File: config.mk
export PLATFORM = sky130hd
export DESIGN_NAME = adc_snapshot_ctrl
export DESIGN_NICKNAME = d
export VERILOG_FILES = /design/src/rtl/adc_snapshot_ctrl.sv
export SDC_FILE = /design/constraint.sdc
export NUM_CORES = 1
export LEC_CHECK = 0
export ABC_AREA = 0
export CORE_UTILIZATION = 53
export DETAILED_ROUTE_END_ITERATION = 10
export PLACE_DENSITY = 0.83
export SLEW_MARGIN = 20
export SYNTH_ARGS = -nofsm -noshare
export SYNTH_HDL_FRONTEND = slang
export SYNTH_SLANG_ARGS = --single-unit
export TNS_END_PERCENT = 20
File: constraint.sdc
create_clock -name sys_clk -period 3.7 [get_ports sys_clk]
set_input_delay 0.37 -clock sys_clk [delete_from_list [all_inputs] [get_ports sys_clk]]
set_output_delay 0.37 -clock sys_clk [all_outputs]
set_load 0.02 [all_outputs]
File: src/rtl/adc_snapshot_ctrl.sv
// adc_snapshot_ctrl
//   Sys-clock sequencer for the LVDS ADC capture frontend. A CSR start waits
//   for the frontend lane-aligned flag (with an optional timeout), then raises
//   stream_enable and gates exactly snap_len AXIS beats from the frontend to
//   the consumer, marking the final one with m_last. Continuous mode streams
//   until aborted. Status (busy, snapshot_done, snap_err, beat_count) is
//   reported back to the CSR block.
//
// Ports
//   sys_clk, sys_rst_n     : clock, synchronous active-low reset
//   start, abort           : CSR pulses
//   cont_mode              : 1 = unbounded streaming (sampled on start)
//   snap_len               : beats per snapshot (sampled on start)
//   align_timeout          : alignment wait limit in cycles, 0 = forever
//   aligned_async          : sticky aligned flag from the DCO domain
//   stream_enable          : enable to the frontend AXIS output stage
//   s_data/s_valid/s_ready : upstream AXIS beat
//   m_data/m_valid/m_ready/m_last : downstream AXIS beat
//   busy, snapshot_done, snap_err, beat_count : CSR status
module adc_snapshot_ctrl #(
  parameter int DATA_W      = 16,
  parameter int SYNC_STAGES = 2,
  parameter int TMO_W       = 24
) (
  input  logic              sys_clk,
  input  logic              sys_rst_n,
  input  logic              start,
  input  logic              abort,
  input  logic              cont_mode,
  input  logic [31:0]       snap_len,
  input  logic [TMO_W-1:0]  align_timeout,
  input  logic              aligned_async,
  output logic              stream_enable,
  input  logic [DATA_W-1:0] s_data,
  input  logic              s_valid,
  output logic              s_ready,
  output logic [DATA_W-1:0] m_data,
  output logic              m_valid,
  input  logic              m_ready,
  output logic              m_last,
  output logic              busy,
  output logic              snapshot_done,
  output logic              snap_err,
  output logic [31:0]       beat_count
);

  typedef enum logic [2:0] {
    IDLE       = 3'd0,
    WAIT_ALIGN = 3'd1,
    STREAM     = 3'd2,
    DONE       = 3'd3,
    ERR        = 3'd4
  } state_t;

  state_t             state, state_next;
  logic [SYNC_STAGES-1:0] sync_q;
  logic               aligned_s;
  logic [31:0]        len_q;
  logic [TMO_W-1:0]   tmo_q;
  logic [TMO_W-1:0]   tmo_cnt;
  logic               cont_q;
  logic               accept;
  logic               beat;

  // Saturating beat counter increment; only reachable in continuous mode.
  function automatic logic [31:0] sat_inc(input logic [31:0] v);
    return (v == 32'hFFFF_FFFF) ? v : v + 32'd1;
  endfunction

  // Alignment flag synchroniser: the only crossing from the DCO domain.
  always_ff @(posedge sys_clk) begin
    if (!sys_rst_n) begin
      sync_q <= '0;
    end else begin
      sync_q <= {sync_q[SYNC_STAGES-2:0], aligned_async};
    end
  end

  assign aligned_s = sync_q[SYNC_STAGES-1];

  // abort masks start in every state, even where abort itself does nothing.
  assign accept = start && !abort &&
                  ((state == IDLE) || (state == DONE) || (state == ERR));
  assign beat   = m_valid && m_ready;
  assign m_data = s_data;
  assign busy   = (state == WAIT_ALIGN) || (state == STREAM);

  always_ff @(posedge sys_clk) begin
    if (!sys_rst_n) begin
      state <= IDLE;
    end else begin
      state <= state_next;
    end
  end

  always_comb begin
    state_next = state;
    m_valid    = 1'b0;
    s_ready    = 1'b0;
    m_last     = 1'b0;
    case (state)
      IDLE, DONE, ERR: begin
        if (accept) begin
          state_next = (!cont_mode && (snap_len == 32'd0)) ? DONE : WAIT_ALIGN;
        end
      end
      WAIT_ALIGN: begin
        if (abort) begin
          state_next = IDLE;
        end else if (aligned_s) begin
          state_next = STREAM;
        end else if ((tmo_q != '0) && (tmo_cnt == tmo_q - TMO_W'(1))) begin
          state_next = ERR;
        end
      end
      STREAM: begin
        m_valid = s_valid;
        s_ready = m_ready;
        m_last  = !cont_q && s_valid && (beat_count == len_q - 32'd1);
        if (abort) begin
          state_next = IDLE;
        end else if (s_valid && m_ready && m_last) begin
          state_next = DONE;
        end
      end
      default: state_next = IDLE;
    endcase
  end

  // Capture parameters: only meaningful after an accepted start.
  always_ff @(posedge sys_clk) begin
    if (accept) begin
      len_q <= snap_len;
      tmo_q <= align_timeout;
    end
  end

  always_ff @(posedge sys_clk) begin
    if (!sys_rst_n) begin
      stream_enable <= 1'b0;
      snapshot_done <= 1'b0;
      snap_err      <= 1'b0;
      beat_count    <= 32'd0;
      tmo_cnt       <= '0;
      cont_q        <= 1'b0;
    end else begin
      stream_enable <= (state_next == STREAM);
      if (accept) begin
        cont_q        <= cont_mode;
        beat_count    <= 32'd0;
        tmo_cnt       <= '0;
        snap_err      <= 1'b0;
        // Zero-length snapshots complete immediately.
        snapshot_done <= (state_next == DONE);
      end else begin
        if (state == WAIT_ALIGN) begin
          tmo_cnt <= tmo_cnt + TMO_W'(1);
        end
        if ((state == STREAM) && beat) begin
          beat_count <= sat_inc(beat_count);
        end
        if ((state == STREAM) && (state_next == DONE)) begin
          snapshot_done <= 1'b1;
        end
        if (state_next == ERR) begin
          snap_err <= 1'b1;
        end
      end
    end
  end

endmodule

# Yosys cells after proc, flatten, opt, wreduce, memory -nomap -nowiden
# Cells that the tools add are included.
# word_totals
ff_bits,121
latchBits,0
mem_bits_rw,0
romBits,0
inputBits,80
out_inout_bits,55
word_cells,63
n_memories,0
# classes
addsub,4
n_mul,0
n_div,0
magnitude_cmp,0
eq_ne,10
shifts,0
n_mux,13
bitwise_logic,2
reduce_logical,24
# op_table
operator,n
"adder 32 x 1 -> 32 bit, second input constant",1
equality test 32 bit,1
"equality test 32 bit, second input constant",1
zero test 32 bit,1
"subtractor 32 x 1 -> 32 bit, second input constant",1
"adder 24 x 1 -> 24 bit, second input constant",1
equality test 24 bit,1
nonzero test 24 bit,1
"subtractor 24 x 1 -> 24 bit, second input constant",1
two-way mux 3 bit,6
"equality test 3 x 2 -> 1 bit, second input constant",4
logical AND 1 bit,11
one-hot mux 3 bit (3 select lines),1
"equality test 3 bit, second input constant",2
two-way mux 1 bit,5
"equality test 3 x 1 -> 1 bit, second input constant",1
zero test 1 bit,3
zero test 3 bit,1
logical OR 1 bit,3
OR reduction 3 bit,1
two-way mux 2 bit,1
NOT 1 bit,2
AND reduction 2 bit,1
nonzero test 2 bit,1
OR reduction 2 bit,1

# Logic depth before layout (Yosys ltp)
# depth
word_depth,11
mapped_depth,11
ltp_nobuf,10

# Worst setup path after synthesis
# Ideal clock, no wire load.
# synth_path
path_kind,register to output
from,reg len_q[9]
to,out m_last
arrival_time_ns,3.089
t_required_ns,3.330
setup_slack_ns,0.241
stages_incl_launch_ff,10
path_buffers,1
cell_sequence,edfxtp_1 -> or4_4 -> buf_6 -> or3_1 -> or2_0 -> o31ai_1 -> or3b_1 -> nor4_1 -> nand4_1 -> nor4_2
# synth_via
elab_chain_len,4
# synth_rtl
element,line_no,rtl
from (decl),58,logic [31:0] len_q;
from (signal assigned),133,len_q <= snap_len;
subtractor 32 x 1 -> 32 bit,119,m_last = !cont_q && s_valid && (beat_count == len_q - 32'd1);
equality test 32 bit,119,
logical AND 1 bit,119,
two-way mux 1 bit,101,case (state)
to (decl),40,"output logic m_last,"
# No other way between the ends.

# Final worst setup path
# Same ends and word-level chain as after synthesis.

==> impl_metrics.ini <==
[clock_tree]
cts_htree_levels = 4
numClockSinks = 121
root_buffer = clkbuf_16
clock_latency_ns = 0.43
path_clk_slew_ns = 0.06
clockBufferDepth = 2
tritoncts = built
cts_made_buffers = 17

[final_layout]
area_growth_pct = 28.29
drive_above_1_share = 0.1143
final_cell_area_um2 = 8864
diodes = 0
instances_no_fill = 1047
final_nets = 947
fill_cells = 968
seqCellArea_um2 = 2983
multiInputGateArea_um2 = 3643

[timing]
period_share = 1.015
timing.hold.ws_ns = 0.4489
skew_ns = 0.006333
grt_setup_unrepaired = yes
finalCriticalPeriod_ns = 3.754
maxSlewHeadroom = 0.3402
hold_viol_final = 0
setup_viol = 1
tightest_slew_ns = 0.9883
final.setup.worst_slack_ns = -0.05389
max_freq_mhz = 266.4
drv_slew = 0

[hold_path]
hold-path-endpoint = sync_q[1]
min_path_cells = 1
worst_hold_path_type = reg2reg
hold_path_startpoint = sync_q[0]

[routing]
drt_iter0_markers = 559
via_per_inst = 5.914
post_drt_wl_per_cell_um = 18.10
antenna_left = 0
drt_first_pass_iters = 5
wirelength_um = 18950
drc = 0
via_count = 6192

[placement]
gp_congestion = 0.9310
placed_cells = 1003
hpwl_um = 13910
io_buffers = 102
placed_area_um2 = 8160

[global_route]
grt_max_degree = 47
grt_overflow_total = 0
grt_pass1_vias = 5958
antenna_found_initial = 0
grt_pass1_wl_um = 29830
grt_usage = 0.2943

[worst_setup_path]
worstPathMaxFanout = 6
r2r_slack_ns = 0.02
startpoint_type = flip-flop
r2r-start = len_q[9]
cp.arrival_ns = 3.38
cp-end-kind = output port
r2r-end = stream_enable
worstSetupPathType = reg2out
cp.required_ns = 3.33
worst_r2r_path_depth = 19

[power]
leakage_nw = 2.945
p_per_area_nw_per_um2 = 382.4
ir_drop_mv = 0.3261
finalPower_mw = 3.390

[synthesis]
synth.area.top_cells = edfxtp_1, dfxtp_1, xnor2_1
netlist.area_leader.share = 0.2434
synth.distinct_cells = 68
ys_async_sr_fraction = 0
synth_most_common_cell = nor2_1
syn_area_um2 = 6909
seq_area_frac_synth = 0.4317
synth_area_per_cell_um2 = 9.387
synth_edf_count = 56
synth_seq_cells = 121
yosysTopAreaCell = edfxtp_1
yosysWarnings = 0
ys_top_cells_by_count = nor2_1, xnor2_1, dfxtp_1, edfxtp_1, xor2_1
synthCells = 736
syn-num-nets = 821
ys.flop_type = dfxtp_1

[floorplanning]
die_w_um = 116.2
core_area_um2 = 12670
rows = 41
start_util = 0.5453
die_area_um2 = 13500
dieHeight_um = 116.2
ios = 135

[status]
violations = negative setup slack
outcome = complete, but fails checks

[job]
max_cap_viol_count = 0
==> worst max-delay path, cell delays in order, from the launching register on <==
cell and delay [ns]:
edfxtp_1 0.41, or4_4 0.53, buf_4 0.17, or4b_4 0.54
buf_4 0.16, nor4_1 0.21, mux2_2 0.41, nor4_2 0.31
buf_2 0.22
==> layer usage <==
metal  vias to the layer above  wire (um)  track usage
met2                       249       9633       0.5143
met5                         -          0            0
met3                        43       1166      0.06331
met1                      2969       7588       0.3504
met4                         0        566       0.1248
li1                       2931          -            -
==> report_power, final <==
part | total (mW) | leakage, nW | switching [mW] | internal [mW]
Sequential | 1.46 | 1.05 | 0.0288 | 1.44
Clock | 1.69 | 0.287 | 0.632 | 1.06
Combinational | 0.237 | 1.61 | 0.111 | 0.125
==> worst max-delay path by stage <==
stage,startpoint,to,cells after the start
6_report,len_q[9],m_last,8
5_1_grt,len_q[9],m_last,9
4_1_cts,len_q[9],m_last,9
3_5_place_dp,len_q[8],m_last,9
3_3_place_gp,len_q[8],m_last,9
2_1_floorplan,len_q[9],m_last,9
==> cell families after synthesis <==
group                    count (synthesis)  synth area share
adder cells (fa/ha/maj)                  5          0.009055
AND/OR/NAND/NOR                        341            0.2745
buffers and inverters                   61           0.04346
AO/OA/AOI/OAI                           88           0.08638
flip-flops                             121            0.4317
multiplexers                            11           0.01666
XOR/XNOR                               109            0.1382
==> cell usage in the layout (no fill, tap or decap), types with 5 or more instances in the layout <==
cell type	synthesis	layout
o21ai_0	20	20
and2_1	11	11
edfxtp_1	56	56
and3_1	10	10
nor4b_1	5	5
nor2_1	89	89
nor2b_1	9	9
xnor2_1	70	70
nand2_1	37	37
mux2i_1	7	7
nor3b_1	5	5
or3_1	18	18
nand4_1	21	21
and4_1	6	6
a31oi_1	7	7
nor3_1	30	30
ha_1	5	5
a211oi_1	5	5
dfxtp_1	65	65
xor2_1	39	39
buf_4	16	42
a21oi_1	16	16
clkbuf_16	0	17
nor4_1	22	20
inv_1	24	23
nand3_1	32	32
or4_1	13	13
clkdlybuf4s50_1	0	101
==> area by class of cell <==
class | count | share of cell area
Clock buffer | 17 | 0.04800
Multi-Input combinational cell | 554 | 0.4111
Tap cell | 172 | 0.02428
Clock inverter | 15 | 0.01976
Inverter | 24 | 0.01016
Sequential cell | 121 | 0.3365
Timing Repair Buffer | 144 | 0.1502
==> state kept, by name (all words and copies together) (netlist names) <==
name           count
beat_count        32
snapshot_done      1
cont_q             1
tmo_cnt           24
sync_q             2
len_q             32
tmo_q             24
snap_err           1
stream_enable      1
state              3
==> metrics by stage <==
step / worst slack [ns] / utilization / TNS, ns
3_5_place_dp: -0.1732 / 0.6440 / -0.1732
6_report: -0.05389 / 0.6995 / -0.05389
5_1_grt: -0.1797 / 0.6995 / -0.2935
3_3_place_gp: -0.1533 / 0.6440 / -0.1533
2_1_floorplan: 0.2409 / - / 0
4_1_cts: -0.03538 / 0.6985 / -0.03538
==> repair_timing <==
item	4_1_cts	5_1_grt
setup buffers	12	0
resized for setup	6	2
hold buffers	0	0
pin swaps	4	0
endpoints found under the setup margin	1	4
endpoints found under the hold margin	0	0
No activity file was read; power rests on OpenSTA's default activity.
==> RTL edit (config.mk and constraints unchanged) <==
Register the output `beat_count` once more, cleared by the reset; this adds one clock of latency there. The other outputs are not delayed to match.
--- a/src/rtl/adc_snapshot_ctrl.sv
+++ b/src/rtl/adc_snapshot_ctrl.sv
@@ -51,6 +51,8 @@
     DONE       = 3'd3,
     ERR        = 3'd4
   } state_t;
+
+  logic [31:0] beat_count_s0;
 
   state_t             state, state_next;
   logic [SYNC_STAGES-1:0] sync_q;
@@ -116,7 +118,7 @@
       STREAM: begin
         m_valid = s_valid;
         s_ready = m_ready;
-        m_last  = !cont_q && s_valid && (beat_count == len_q - 32'd1);
+        m_last  = !cont_q && s_valid && (beat_count_s0 == len_q - 32'd1);
         if (abort) begin
           state_next = IDLE;
         end else if (s_valid && m_ready && m_last) begin
@@ -140,14 +142,14 @@
       stream_enable <= 1'b0;
       snapshot_done <= 1'b0;
       snap_err      <= 1'b0;
-      beat_count    <= 32'd0;
+      beat_count_s0 <= 32'd0;
       tmo_cnt       <= '0;
       cont_q        <= 1'b0;
     end else begin
       stream_enable <= (state_next == STREAM);
       if (accept) begin
         cont_q        <= cont_mode;
-        beat_count    <= 32'd0;
+        beat_count_s0 <= 32'd0;
         tmo_cnt       <= '0;
         snap_err      <= 1'b0;
         // Zero-length snapshots complete immediately.
@@ -157,7 +159,7 @@
           tmo_cnt <= tmo_cnt + TMO_W'(1);
         end
         if ((state == STREAM) && beat) begin
-          beat_count <= sat_inc(beat_count);
+          beat_count_s0 <= sat_inc(beat_count_s0);
         end
         if ((state == STREAM) && (state_next == DONE)) begin
           snapshot_done <= 1'b1;
@@ -169,5 +171,13 @@
     end
   end
 
+  always_ff @(posedge sys_clk) begin
+    if (!sys_rst_n) begin
+      beat_count <= '0;
+    end else begin
+      beat_count <= beat_count_s0;
+    end
+  end
+
 endmodule
 
Check against the original RTL: not equivalent (Yosys sat finds a counterexample within 10 cycles, from zero or initial values and one cycle with sys_rst_n low).
==> RTL edit against the original RTL <==
  * Sequential cell count is 32 higher
  * Design area up 15%
  * Area after synthesis rose by 13%
  * First-iteration DRC count shrank 4.8%
  * Setup slack improved by 0.063 ns
  * Global-route usage down 1.9 points
  * Total power rose by 8.8%
  * Routed wire length grew 7.2%
  * Critical path type is now reg -> reg
==> RTL edit: results (changes against the original RTL) <==
Worst Tran Pin Value=0.650 ns (was 0.988 ns); largest net degree at the start of global routing=46 (was 47); Placed Instances=1,137 (was 1,003); fraction of area in registers=35.5% (was 33.7%); Yosys cell types=69 (was 68); adder-cell share of the synthesized area=0.799% (was 0.905%); status=completed (was finished with violations); Clk pwr share=43.8% (was 49.8%); NonClk Buf Share=17.3% (was 15.0%); global-route usage over all layers=27.6% (was 29.4%); clock buffers=20 (was 17); Post-synth top cells=97 x dfxtp_1, 97 x nor2_1, 58 x nand2_1, 58 x xnor2_1, 58 x xor2_1 (was 89 x nor2_1, 70 x xnor2_1, 65 x dfxtp_1, 56 x edfxtp_1, 39 x xor2_1); dpl hpwl=15.3 mm (was 13.9 mm); Largest regs=beat_count x32, beat_count_s0 x32, len_q x32 (was beat_count x32, len_q x32); # Post-CTS Setup Buffers=18 (was 12); post-synthesis mux area share=0.383% (was 1.67%); fraction of area in multi-input gates=39.0% (was 41.1%); Via Count=6,761 (was 6,192); fin area=0.0102 mm^2 (was 0.00886 mm^2); Root Buffer=clkbuf_16 (unchanged); share of cells above drive strength 1=15.6% (was 11.4%); syn_nets=906 (was 821); synth top area cells=dfxtp_1 25%, edfxtp_1 21%, xnor2_1 6.5%, xor2_1 6.5%, nor2_1 4.6% (was edfxtp_1 24%, dfxtp_1 19%, xnor2_1 8.9%, xor2_1 4.9%, nor2_1 4.8%); Psw=866 uW (was 772 uW); Fill cells=1,081 (was 968); comb_multi_in=606 (was 554); first-pass GRT wire length=31.7 mm (was 29.8 mm); post-CTS sizing=21 (was 6); internal cell power=2.82 mW (was 2.62 mW); Synth Area in Compound Gates=7.57% (was 8.64%); synthesis-stage register bit count=153 (was 121); Syn Area/Cell=9.54 um^2 (was 9.39 um^2); LEAKAGE=3.67 nW (was 2.95 nW); Seq/Total Area, Yosys=46.3% (was 43.2%); Layout Skew=0.00783 ns (was 0.00633 ns); Non-CTS buffers=196 (was 144); synthesized area=0.00783 mm^2 (was 0.00691 mm^2); ClkCell Share=5.35% (was 6.78%); Synth Area in XOR/XNOR=13.0% (was 13.8%); final WL=20.3 mm (was 19.0 mm); initial DRC count=532 (was 559); gpl congestion=1.00 (was 0.931); VDD IR-drop max=0.309 mV (was 0.326 mV)
-- RTL edit: changes by cell type after synthesis, moves of 9 or more --
cell	change
xor2_1	+19
nor4_1	+11
and2_1	+26
xnor2_1	-12
nor3_1	-9
a21oi_1	+9
nand2_1	+21
dfxtp_1	+32
-- RTL edit: per-layer routing --
| metal | track usage (%) | vias up | share of wire [%] |
|---|---|---|---|
| met5 | 0 | - | 0 |
| met4 | 11.4 | 0 | 2.5 |
| met3 | 5.67 | 35 | 5.3 |
| met2 | 47.3 | 229 | 50 |
| met1 | 33.5 | 3212 | 43 |
| li1 | - | 3285 | - |
-- RTL edit: path summary, 6_finish.rpt --
| path | start | end | slack (ns) | depth (start not counted) |
|---|---|---|---|---|
| setup / recovery | len_q[6]$_DFFE_PP_ | state[0]$_SDFF_PN0_ | 0.009 | 22 |
| hold / removal | sync_q[0]$_SDFF_PN0_ | sync_q[1]$_SDFF_PN0_ | 0.44 | 1 |
| setup reg to reg | len_q[6]$_DFFE_PP_ | state[0]$_SDFF_PN0_ | 0.009 | 22 |
| hold reg to reg | sync_q[0]$_SDFF_PN0_ | sync_q[1]$_SDFF_PN0_ | 0.44 | 1 |
-- RTL edit: worst max-delay path: stages (launching register included) --
cell and delay [ns]:
edfxtp_1 0.39, buf_4 0.16, nor4_4 0.25, buf_4 0.18, nand3_4 0.13, buf_6 0.17
nor4_4 0.21, xnor2_1 0.12, buf_4 0.15, buf_4 0.12, buf_4 0.12, buf_4 0.12
buf_4 0.12, buf_4 0.12, buf_4 0.12, buf_4 0.12, buf_4 0.12, buf_4 0.12
buf_4 0.12, nor4_1 0.25, nand4_1 0.16, nand2_1 0.13, and3_1 0.14
